--- src/rtl/i2c_pkg.sv ---
// Shared types and bus constants for the I2C slave receive front-end.
package i2c_pkg;

   typedef enum logic [2:0] {
      IDLE     = 3'd0,
      ADDR     = 3'd1,
      ADDR_ACK = 3'd2,
      DATA     = 3'd3,
      DATA_ACK = 3'd4,
      IGNORE   = 3'd5
   } i2c_rx_state_e;

   localparam logic I2C_ACK   = 1'b0;
   localparam logic I2C_NACK  = 1'b1;
   localparam logic I2C_WRITE = 1'b0;
   localparam logic I2C_READ  = 1'b1;

endpackage

--- src/rtl/i2c_slave_rx_if.sv ---
// Pin-side and consumer-side signals of the I2C slave receiver.
interface i2c_slave_rx_if;

   logic       scl_i;
   logic       sda_i;
   logic       sda_oe;
   logic [7:0] data_slave_read;
   logic       data_slave_read_valid;
   logic       start;
   logic       stop;
   logic       addr_match;
   logic       busy;
   logic [7:0] byte_cnt;

   modport slave (
      input  scl_i, sda_i,
      output sda_oe, data_slave_read, data_slave_read_valid,
             start, stop, addr_match, busy, byte_cnt
   );

   modport master (
      output scl_i, sda_i,
      input  sda_oe, data_slave_read, data_slave_read_valid,
             start, stop, addr_match, busy, byte_cnt
   );

endinterface

--- src/rtl/i2c_sync_edge.sv ---
// Multi-flop synchroniser for one bus line plus edge detection against the
// previous synchronised sample. Resets to the idle (high) bus level.
module i2c_sync_edge #(
   parameter int SYNC_STAGES = 2
) (
   input  logic pclk,
   input  logic preset,
   input  logic din,
   output logic level,
   output logic rise,
   output logic fall
);

   logic [SYNC_STAGES-1:0] sync_q, sync_d;
   logic                   prev_q, prev_d;

   // shift the raw pad value through the chain; remember the last synced value
   always_comb begin
      sync_d = {sync_q[SYNC_STAGES-2:0], din};
      prev_d = sync_q[SYNC_STAGES-1];
   end

   // chain and previous-sample registers, loaded with idle-bus 1s on reset
   always_ff @(posedge pclk) begin
      if (preset) begin
         sync_q <= '1;
         prev_q <= 1'b1;
      end else begin
         sync_q <= sync_d;
         prev_q <= prev_d;
      end
   end

   assign level = sync_q[SYNC_STAGES-1];
   assign rise  = level & ~prev_q;
   assign fall  = ~level & prev_q;

endmodule

--- src/rtl/i2c_slave_rx.sv ---
// Write-only I2C slave receiver: START/STOP detection, 7-bit address match,
// byte assembly, ACK drive and per-byte valid pulse towards the consumer.
module i2c_slave_rx
   import i2c_pkg::*;
#(
   parameter logic [6:0] SLAVE_ADDR  = 7'h3C,
   parameter int         SYNC_STAGES = 2
) (
   input  logic           pclk,
   input  logic           preset,
   i2c_slave_rx_if.slave  bus
);

   localparam logic [2:0] ST_IDLE     = IDLE;
   localparam logic [2:0] ST_ADDR     = ADDR;
   localparam logic [2:0] ST_ADDR_ACK = ADDR_ACK;
   localparam logic [2:0] ST_DATA     = DATA;
   localparam logic [2:0] ST_DATA_ACK = DATA_ACK;
   localparam logic [2:0] ST_IGNORE   = IGNORE;

   function automatic logic [7:0] sat_inc8(input logic [7:0] v);
      return (v == 8'hFF) ? v : v + 8'd1;
   endfunction

   logic scl_lvl, scl_rise, scl_fall;
   logic sda_lvl, sda_rise, sda_fall;

   i2c_sync_edge #(.SYNC_STAGES(SYNC_STAGES)) u_scl_sync (
      .pclk  (pclk),
      .preset(preset),
      .din   (bus.scl_i),
      .level (scl_lvl),
      .rise  (scl_rise),
      .fall  (scl_fall)
   );

   i2c_sync_edge #(.SYNC_STAGES(SYNC_STAGES)) u_sda_sync (
      .pclk  (pclk),
      .preset(preset),
      .din   (bus.sda_i),
      .level (sda_lvl),
      .rise  (sda_rise),
      .fall  (sda_fall)
   );

   logic [2:0] state_q,    state_d;
   logic [2:0] bit_cnt_q,  bit_cnt_d;
   logic [7:0] shift_q,    shift_d;
   logic [7:0] data_q,     data_d;
   logic       valid_q,    valid_d;
   logic       start_q,    start_d;
   logic       stop_q,     stop_d;
   logic       match_q,    match_d;
   logic       busy_q,     busy_d;
   logic [7:0] cnt_q,      cnt_d;
   logic       oe_q,       oe_d;

   // SCL must be high in this and the previous sample (no SCL edge), so
   // simultaneous SDA/SCL changes are treated as ordinary data
   logic start_det, stop_det;
   logic [7:0] shift_in;

   assign start_det = sda_fall & scl_lvl & ~scl_rise;
   assign stop_det  = sda_rise & scl_lvl & ~scl_rise;
   assign shift_in  = {shift_q[6:0], sda_lvl};

   // receive FSM: START/STOP override every state, otherwise step on SCL edges
   always_comb begin
      state_d   = state_q;
      bit_cnt_d = bit_cnt_q;
      shift_d   = shift_q;
      data_d    = data_q;
      valid_d   = 1'b0;
      start_d   = 1'b0;
      stop_d    = 1'b0;
      match_d   = match_q;
      busy_d    = busy_q;
      cnt_d     = cnt_q;
      oe_d      = oe_q;

      if (start_det) begin
         state_d   = ST_ADDR;
         bit_cnt_d = 3'd0;
         cnt_d     = 8'd0;
         match_d   = 1'b0;
         oe_d      = 1'b0;
         busy_d    = 1'b1;
         start_d   = 1'b1;
      end else if (stop_det) begin
         state_d = ST_IDLE;
         oe_d    = 1'b0;
         busy_d  = 1'b0;
         match_d = 1'b0;
         stop_d  = 1'b1;
      end else begin
         case (state_q)
            ST_IDLE: ;
            ST_ADDR: begin
               if (scl_rise) begin
                  shift_d   = shift_in;
                  bit_cnt_d = bit_cnt_q + 3'd1;
                  if (bit_cnt_q == 3'd7) begin
                     if (shift_in[7:1] == SLAVE_ADDR && shift_in[0] == I2C_WRITE)
                        state_d = ST_ADDR_ACK;
                     else
                        state_d = ST_IGNORE;
                  end
               end
            end
            ST_DATA: begin
               if (scl_rise) begin
                  shift_d   = shift_in;
                  bit_cnt_d = bit_cnt_q + 3'd1;
                  if (bit_cnt_q == 3'd7) begin
                     data_d  = shift_in;
                     valid_d = 1'b1;
                     cnt_d   = sat_inc8(cnt_q);
                     state_d = ST_DATA_ACK;
                  end
               end
            end
            // first SCL fall pulls SDA for the ACK slot, second one releases it
            ST_ADDR_ACK, ST_DATA_ACK: begin
               if (scl_fall) begin
                  if (!oe_q) begin
                     oe_d    = (I2C_ACK == 1'b0);
                     match_d = 1'b1;
                  end else begin
                     oe_d      = 1'b0;
                     state_d   = ST_DATA;
                     bit_cnt_d = 3'd0;
                  end
               end
            end
            ST_IGNORE: ;
            default: state_d = ST_IDLE;
         endcase
      end
   end

   // state and output registers, all cleared on reset
   always_ff @(posedge pclk) begin
      if (preset) begin
         state_q   <= ST_IDLE;
         bit_cnt_q <= 3'd0;
         shift_q   <= 8'd0;
         data_q    <= 8'd0;
         valid_q   <= 1'b0;
         start_q   <= 1'b0;
         stop_q    <= 1'b0;
         match_q   <= 1'b0;
         busy_q    <= 1'b0;
         cnt_q     <= 8'd0;
         oe_q      <= 1'b0;
      end else begin
         state_q   <= state_d;
         bit_cnt_q <= bit_cnt_d;
         shift_q   <= shift_d;
         data_q    <= data_d;
         valid_q   <= valid_d;
         start_q   <= start_d;
         stop_q    <= stop_d;
         match_q   <= match_d;
         busy_q    <= busy_d;
         cnt_q     <= cnt_d;
         oe_q      <= oe_d;
      end
   end

   assign bus.sda_oe                = oe_q;
   assign bus.data_slave_read       = data_q;
   assign bus.data_slave_read_valid = valid_q;
   assign bus.start                 = start_q;
   assign bus.stop                  = stop_q;
   assign bus.addr_match            = match_q;
   assign bus.busy                  = busy_q;
   assign bus.byte_cnt              = cnt_q;

endmodule

--- src/flat_wrapper.sv ---
// flat-port wrapper written by rule: the top's interface ports become plain ports
module i2c_slave_rx_flat import i2c_pkg::*;
#(
   parameter logic [6:0] SLAVE_ADDR  = 7'h3C,
   parameter int         SYNC_STAGES = 2
)
  (pclk, preset, bus_scl_i, bus_sda_i, bus_sda_oe, bus_data_slave_read, bus_data_slave_read_valid, bus_start, bus_stop, bus_addr_match, bus_busy, bus_byte_cnt);
  i2c_slave_rx_if bus_i ();
  input  logic pclk;
  input  logic preset;
  input wire logic [$bits(bus_i.scl_i)-1:0] bus_scl_i;
  input wire logic [$bits(bus_i.sda_i)-1:0] bus_sda_i;
  output wire logic [$bits(bus_i.sda_oe)-1:0] bus_sda_oe;
  output wire logic [$bits(bus_i.data_slave_read)-1:0] bus_data_slave_read;
  output wire logic [$bits(bus_i.data_slave_read_valid)-1:0] bus_data_slave_read_valid;
  output wire logic [$bits(bus_i.start)-1:0] bus_start;
  output wire logic [$bits(bus_i.stop)-1:0] bus_stop;
  output wire logic [$bits(bus_i.addr_match)-1:0] bus_addr_match;
  output wire logic [$bits(bus_i.busy)-1:0] bus_busy;
  output wire logic [$bits(bus_i.byte_cnt)-1:0] bus_byte_cnt;
  assign bus_i.scl_i = bus_scl_i;
  assign bus_i.sda_i = bus_sda_i;
  assign bus_sda_oe = bus_i.sda_oe;
  assign bus_data_slave_read = bus_i.data_slave_read;
  assign bus_data_slave_read_valid = bus_i.data_slave_read_valid;
  assign bus_start = bus_i.start;
  assign bus_stop = bus_i.stop;
  assign bus_addr_match = bus_i.addr_match;
  assign bus_busy = bus_i.busy;
  assign bus_byte_cnt = bus_i.byte_cnt;
  i2c_slave_rx #(.SLAVE_ADDR(SLAVE_ADDR), .SYNC_STAGES(SYNC_STAGES)) u_core (.pclk(pclk), .preset(preset), .bus(bus_i));
endmodule
--- config.mk ---
export PLATFORM = sky130hd
export DESIGN_NAME = i2c_slave_rx_flat
export DESIGN_NICKNAME = d
export VERILOG_FILES = /design/src/rtl/i2c_pkg.sv /design/src/rtl/i2c_slave_rx_if.sv /design/src/rtl/i2c_sync_edge.sv /design/src/rtl/i2c_slave_rx.sv /design/src/flat_wrapper.sv
export SDC_FILE = /design/constraint.sdc
export NUM_CORES = 1
export LEC_CHECK = 0
export CORE_ASPECT_RATIO = 1.2
export CORE_MARGIN = 10
export CORE_UTILIZATION = 47
export CTS_CLUSTER_SIZE = 40
export DETAILED_ROUTE_END_ITERATION = 8
export PLACE_DENSITY = 0.75
export SKIP_LAST_GASP = 1
export SYNTH_ARGS = -nofsm -noshare
export SYNTH_HDL_FRONTEND = slang
export SYNTH_SLANG_ARGS = --single-unit
--- constraint.sdc ---
create_clock -name pclk -period 1.54 [get_ports pclk]
set_input_delay 0.154 -clock pclk [delete_from_list [all_inputs] [get_ports pclk]]
set_output_delay 0.154 -clock pclk [all_outputs]
set_load 0.1 [all_outputs]
# Word-level counts from Yosys, hierarchy flattened
# Cells that the tools add are included.
# W data, S select, Z words.
# totals
elab_cells	97
inputBits	4
register_bits	41
output_inout_bits	22
# classes
mux	20
bitwise_logic	19
eq_ne	22
addsub	2
n_reduce_logical	18
# ops
cell	count
$mux W3	10
$ne A4 B1 Y1 const B	6
$reduce_and A5 Y1	3
$ne A2 B1 Y1 const B	7
$reduce_and A7 Y1	2
$pmux W3 S4	1
$not A1 Y1	11
$eq A3 B3 Y1 const B	3
$add A8 B1 Y8 const B	1
$and A1 B1 Y1	8
$eq A8 B8 Y1 const B	1
$mux W1	8
$reduce_or A2 Y1	4
$eq A7 B6 Y1 const B	1
$eq A3 B2 Y1 const B	2
$pmux W3 S2	1
$reduce_or A5 Y1	1
$reduce_and A4 Y1	1
$reduce_bool A2 Y1	2
$add A3 B1 Y3 const B	1
$eq A3 B1 Y1 const B	1
$logic_not A3 Y1	1
$ne A3 B1 Y1 const B	1
$reduce_and A3 Y1	1
3 further kinds	3

# Longest topological paths before layout
# depth
depth_word	8
mapped_depth	7
mapped_depth_nobuf	6

# Hierarchy
# Synthesis repeated with hierarchy kept, for this count alone.
# unflattened
hier_cells	208
hier_area_um2	1771.7
# modules_own_cells
module	cells_per_inst	seq_area_each_um2	area_per_inst_um2	n_inst
i2c_slave_rx	192	700.7	1586.5	1
i2c_sync_edge	8	60.1	92.6	2

# Worst setup path before layout
# OpenSTA, ideal clock, no wires.
# synth_timing
path_type	register to register
startpoint	register u_core.cnt_q[1] (netlist: u_core.bus.byte_cnt[1])
endpoint	register u_core.cnt_q[6] (netlist: u_core.bus.byte_cnt[6])
setup_slack_ps	-508
required_time_ps	1470
arrival_ps	1978
n_path_buf	0
synth_period_minus_slack_ps	2048
stages_incl_launch_ff	5
setup_time_ps	70
cell_sequence	dfxtp_1 -> ha_1 -> nand2_1 -> or4_1 -> a21oi_1
# synth_via
elab_chain_len	3
word_cells_on_any_way	4
classes_between	add/sub: 1; eq/ne: 1; bitwise: 1; reduce/logical: 1
# synth_rtl
element	line_no	source
start: declaration	i2c_slave_rx.sv:55	logic [7:0] cnt_q, cnt_d;
start signal: assignment	i2c_slave_rx.sv:165	cnt_q <= cnt_d;
branches (longest 3 deep; another with $add A8 B1 Y8)	--	
# Parallel ways; which one is timed is not known.
# A chain may end at the register's enable or synchronous reset.

# Worst setup path after layout
# layout_timing
startpoint	register u_core.bit_cnt_q[0]
endpoint	register u_core.cnt_q[6] (netlist: u_core.bus.byte_cnt[6])
# layout_via
elab_chain_len	2
# layout_rtl
element	line_no	source
start: declaration	i2c_slave_rx.sv:47	logic [2:0] bit_cnt_q, bit_cnt_d;
start signal: assignment	i2c_slave_rx.sv:157	bit_cnt_q <= bit_cnt_d;
$eq A3 B3 Y1	i2c_slave_rx.sv:114	if (bit_cnt_q == 3'd7) begin
$reduce_and A5 Y1 (no source line)	--	
# Every way passes these cells.

==> flow_summary.yaml <==
power_and_ir_drop:
  p_leak_nw: 0.9383
  cell_internal_pwr_mw: 1.470
  swShare_pct: 23.71
  p_clk_share_pct: 38.8
  power_frac_comb_pct: 5.9
  power.density_mw_per_mm2: 743.8
  switchingPower_uw: 456.8
  vdd_drop_max_mv: 0.6699
  seqPwrFrac_pct: 55.3
die:
  fp-row-count: 24
  pin_count: 26
  die_y_microns: 86.81
  start_util_pct: 48.51
  die_area_sq_mm: 0.006569
  core_area_sq_mm: 0.003603
  die_w_microns: 75.67
clock_tree:
  root_buffer: "clkbuf_8"
  clk_pin_slew_ns: 0.08
  cts.sinks: 41
  cts_tree: "yes"
  hold_buffers: 0
  clockBufferDepth: 2
  cts_made_buffers: 5
  cts_max_level: 2
  clk_latency_ns: 0.30
placement:
  portBuffers: 25
  gp_congestion: 0.8688
  placed_cell_area_sq_mm: 0.002392
  dp_slack_ns: -0.07371
  dp_hpwl_mm: 3.062
  dp.cells: 276
logic_synthesis:
  async_reset_ff_share_pct: 0
  syn-num-nets: 210
  ys_seq_area_share_pct: 46.96
  yosysWarningCount: 0
  synth_cells: 203
  synth.avg_cell_area_sq_um: 8.610
  synth_cell_types: 41
  ys.flop_type: "dfxtp_1"
  syn_area_sq_mm: 0.001748
  synth-edff-count: 0
  synth_seq_cells: 41
sta:
  relSlewSlack_pct: 74.56
  fin_crit_sh_pct: 98.01
  setup_viol: 0
  finClkSkew_ns: 0.005172
  fin_crit_ns: 1.509
  finalHoldViolCount: 0
  setup_tns_ns: 0
  worst_pin_slew_ns: 0.3808
  max_freq_mhz: 662.5
  drv_slew: 0
  worst_slack_ns: 0.03058
grt:
  grt_pass1_vias: 1585
  grt_usage_pct: 13.93
  antenna_found_initial: 0
  grt_pass1_wl_mm: 7.065
  grt.overflow.total: 0
  grt_max_degree: 18
final_layout:
  final_cells: 286
  regArea_sq_um: 850.8
  area_delta_synth_final_pct: 48.17
  multi_input_area_sq_um: 932.1
  n_fill_cell: 267
  drive_gt1_share_pct: 36.03
  fin_area_sq_mm: 0.002590
  final_common_cell: "nand2_1"
  fin_util_pct: 71.88
  diodes: 0
  final_cell_mix: "nand2_1, dfxtp_1, a21oi_1, buf_4, buf_12"
  nets: 253
setup_path:
  worst_ep_arrival_time_ns: 1.74
  crit_buf_inv: 0
  crit_required_ns: 1.77
  regToRegSetupSlack_ns: 0.03
  endpoint_kind: "flip-flop"
  crit_family: "simple AND/OR/NAND/NOR gates"
  worstPathCellList: "ha_2 -> ha_4 -> nand3_4 -> or4_1 -> a21oi_1"
  cp_slowest_stage_delay_ns: 0.53
  crit_type: "flip-flop to flip-flop"
  start_kind: "flip-flop"
  crit_fanout: 4
  crit_slowest_cell: "or4_1"
route:
  wire_per_inst_microns: 15.33
  vias: 1594
  viasPerCell: 5.573
  postRouteAntennaNets: 0
  dr.pass1.iters: 4
  drc: 0
  drt-total-wl_mm: 4.384
  drt_iter0_markers: 147
run_status:
  run_status: "completed"
hold_path:
  hold_path.class: "primary input to flip-flop"
run:
  drv_cap: 0
## logic make-up after synthesis
kind of cell             Yosys count  synth area share [%]
flip-flops                        41                 46.96
adder cells (fa/ha/maj)            3                 2.148
AO/OA/AOI/OAI                     47                 15.75
AND/OR/NAND/NOR                   94                 28.92
buffers and inverters             14                 4.152
XOR/XNOR                           3                 1.503
multiplexers                       1                0.5727
## routing by layer
layer,track usage (%),routed length [microns],vias to the layer above,part of all wire [%]
met5,0,0,-,0
met4,6.768,97,0,2.2
met3,5.263,208,8,4.7
met2,22.77,2234,35,51
met1,15.29,1842,752,42
li1,-,-,799,-
## layout make-up
class | count | share of cell area [%]
Sequential cell | 41 | 32.85
Inverter | 1 | 0.1449
Multi-Input combinational cell | 148 | 35.99
Clock inverter | 2 | 0.5314
Timing Repair Buffer | 49 | 25.41
Tap cell | 39 | 1.884
Clock buffer | 6 | 3.188
## path summary, 6_finish.rpt
check                                            startpoint                          end  depth (start not counted)
worst max-delay path                    u_core.bit_cnt_q[0]       u_core.bus.byte_cnt[6]                          5
worst min-delay path                              bus_sda_i  u_core.u_sda_sync.sync_q[0]                          2
worst max register to register          u_core.bit_cnt_q[0]       u_core.bus.byte_cnt[6]                          5
worst min register to register  u_core.u_scl_sync.sync_q[0]  u_core.u_scl_sync.sync_q[1]                          1
## worst register-to-register path: stages, from the launching register on
cell and delay (ns):
dfxtp_2 0.34, ha_2 0.19, ha_4 0.15, nand3_4 0.10
or4_1 0.53, a21oi_1 0.13
## through the flow
| step | hold WS, ns | power (mW) |
|---|---|---|
| 2_1_floorplan | 0.2578 | 1.158 |
| 3_3_place_gp | 0.3927 | 1.197 |
| 3_5_place_dp | 0.3968 | 1.199 |
| 4_1_cts | 0.4039 | 1.937 |
| 5_1_grt | 0.4096 | 1.991 |
| 6_report | 0.4067 | 1.927 |
## cell usage after synthesis, types with 2 or more instances
cell	count	area share [%]
nor2_1	13	2.8
and4b_1	2	1.1
a22oi_1	2	0.86
ha_1	3	2.1
a31oi_1	5	1.8
and3b_1	2	1.0
a21oi_1	27	7.7
clkbuf_1	7	1.5
a211oi_1	2	0.86
nand2_1	38	8.2
buf_2	4	1.1
dfxtp_1	41	47
nand2b_1	2	0.72
nand4b_1	2	1.0
xnor2_1	3	1.5
or4_1	3	1.3
o21ai_0	4	1.1
nor2b_1	2	0.72
nand3_1	3	0.86
or2_2	9	3.2
or3_1	3	1.1
buf_6	2	1.3
nand3b_1	3	1.3
nor3_1	4	1.1
## state kept, by name, summed over array words and instances, names as in the netlist, 2 cells and up
| register | flops |
|---|---|
| u_core.state_q | 3 |
| u_core.u_scl_sync.sync_q | 2 |
| u_core.bit_cnt_q | 3 |
| u_core.u_sda_sync.sync_q | 2 |
| u_core.bus.byte_cnt | 8 |
| u_core.bus.data_slave_read | 8 |
| u_core.shift_q | 7 |
## what timing repair did
action | in CTS | in global routing
endpoints found under the setup margin | 10 | 19
setup buffers | 0 | 2
pin swaps | 0 | 6
gates resized for setup | 4 | 15
## power by group through the flow
stage               combinational (mW)  clock (mW)  sequential (mW)
floorplan                       0.0533           0             1.10
detailed placement               0.109           0             1.09
finish                           0.114       0.748             1.06
global placement                 0.107           0             1.09
CTS                              0.110       0.763             1.06
global route                     0.122       0.802             1.07
No activity file was read; power rests on OpenSTA's default activity.
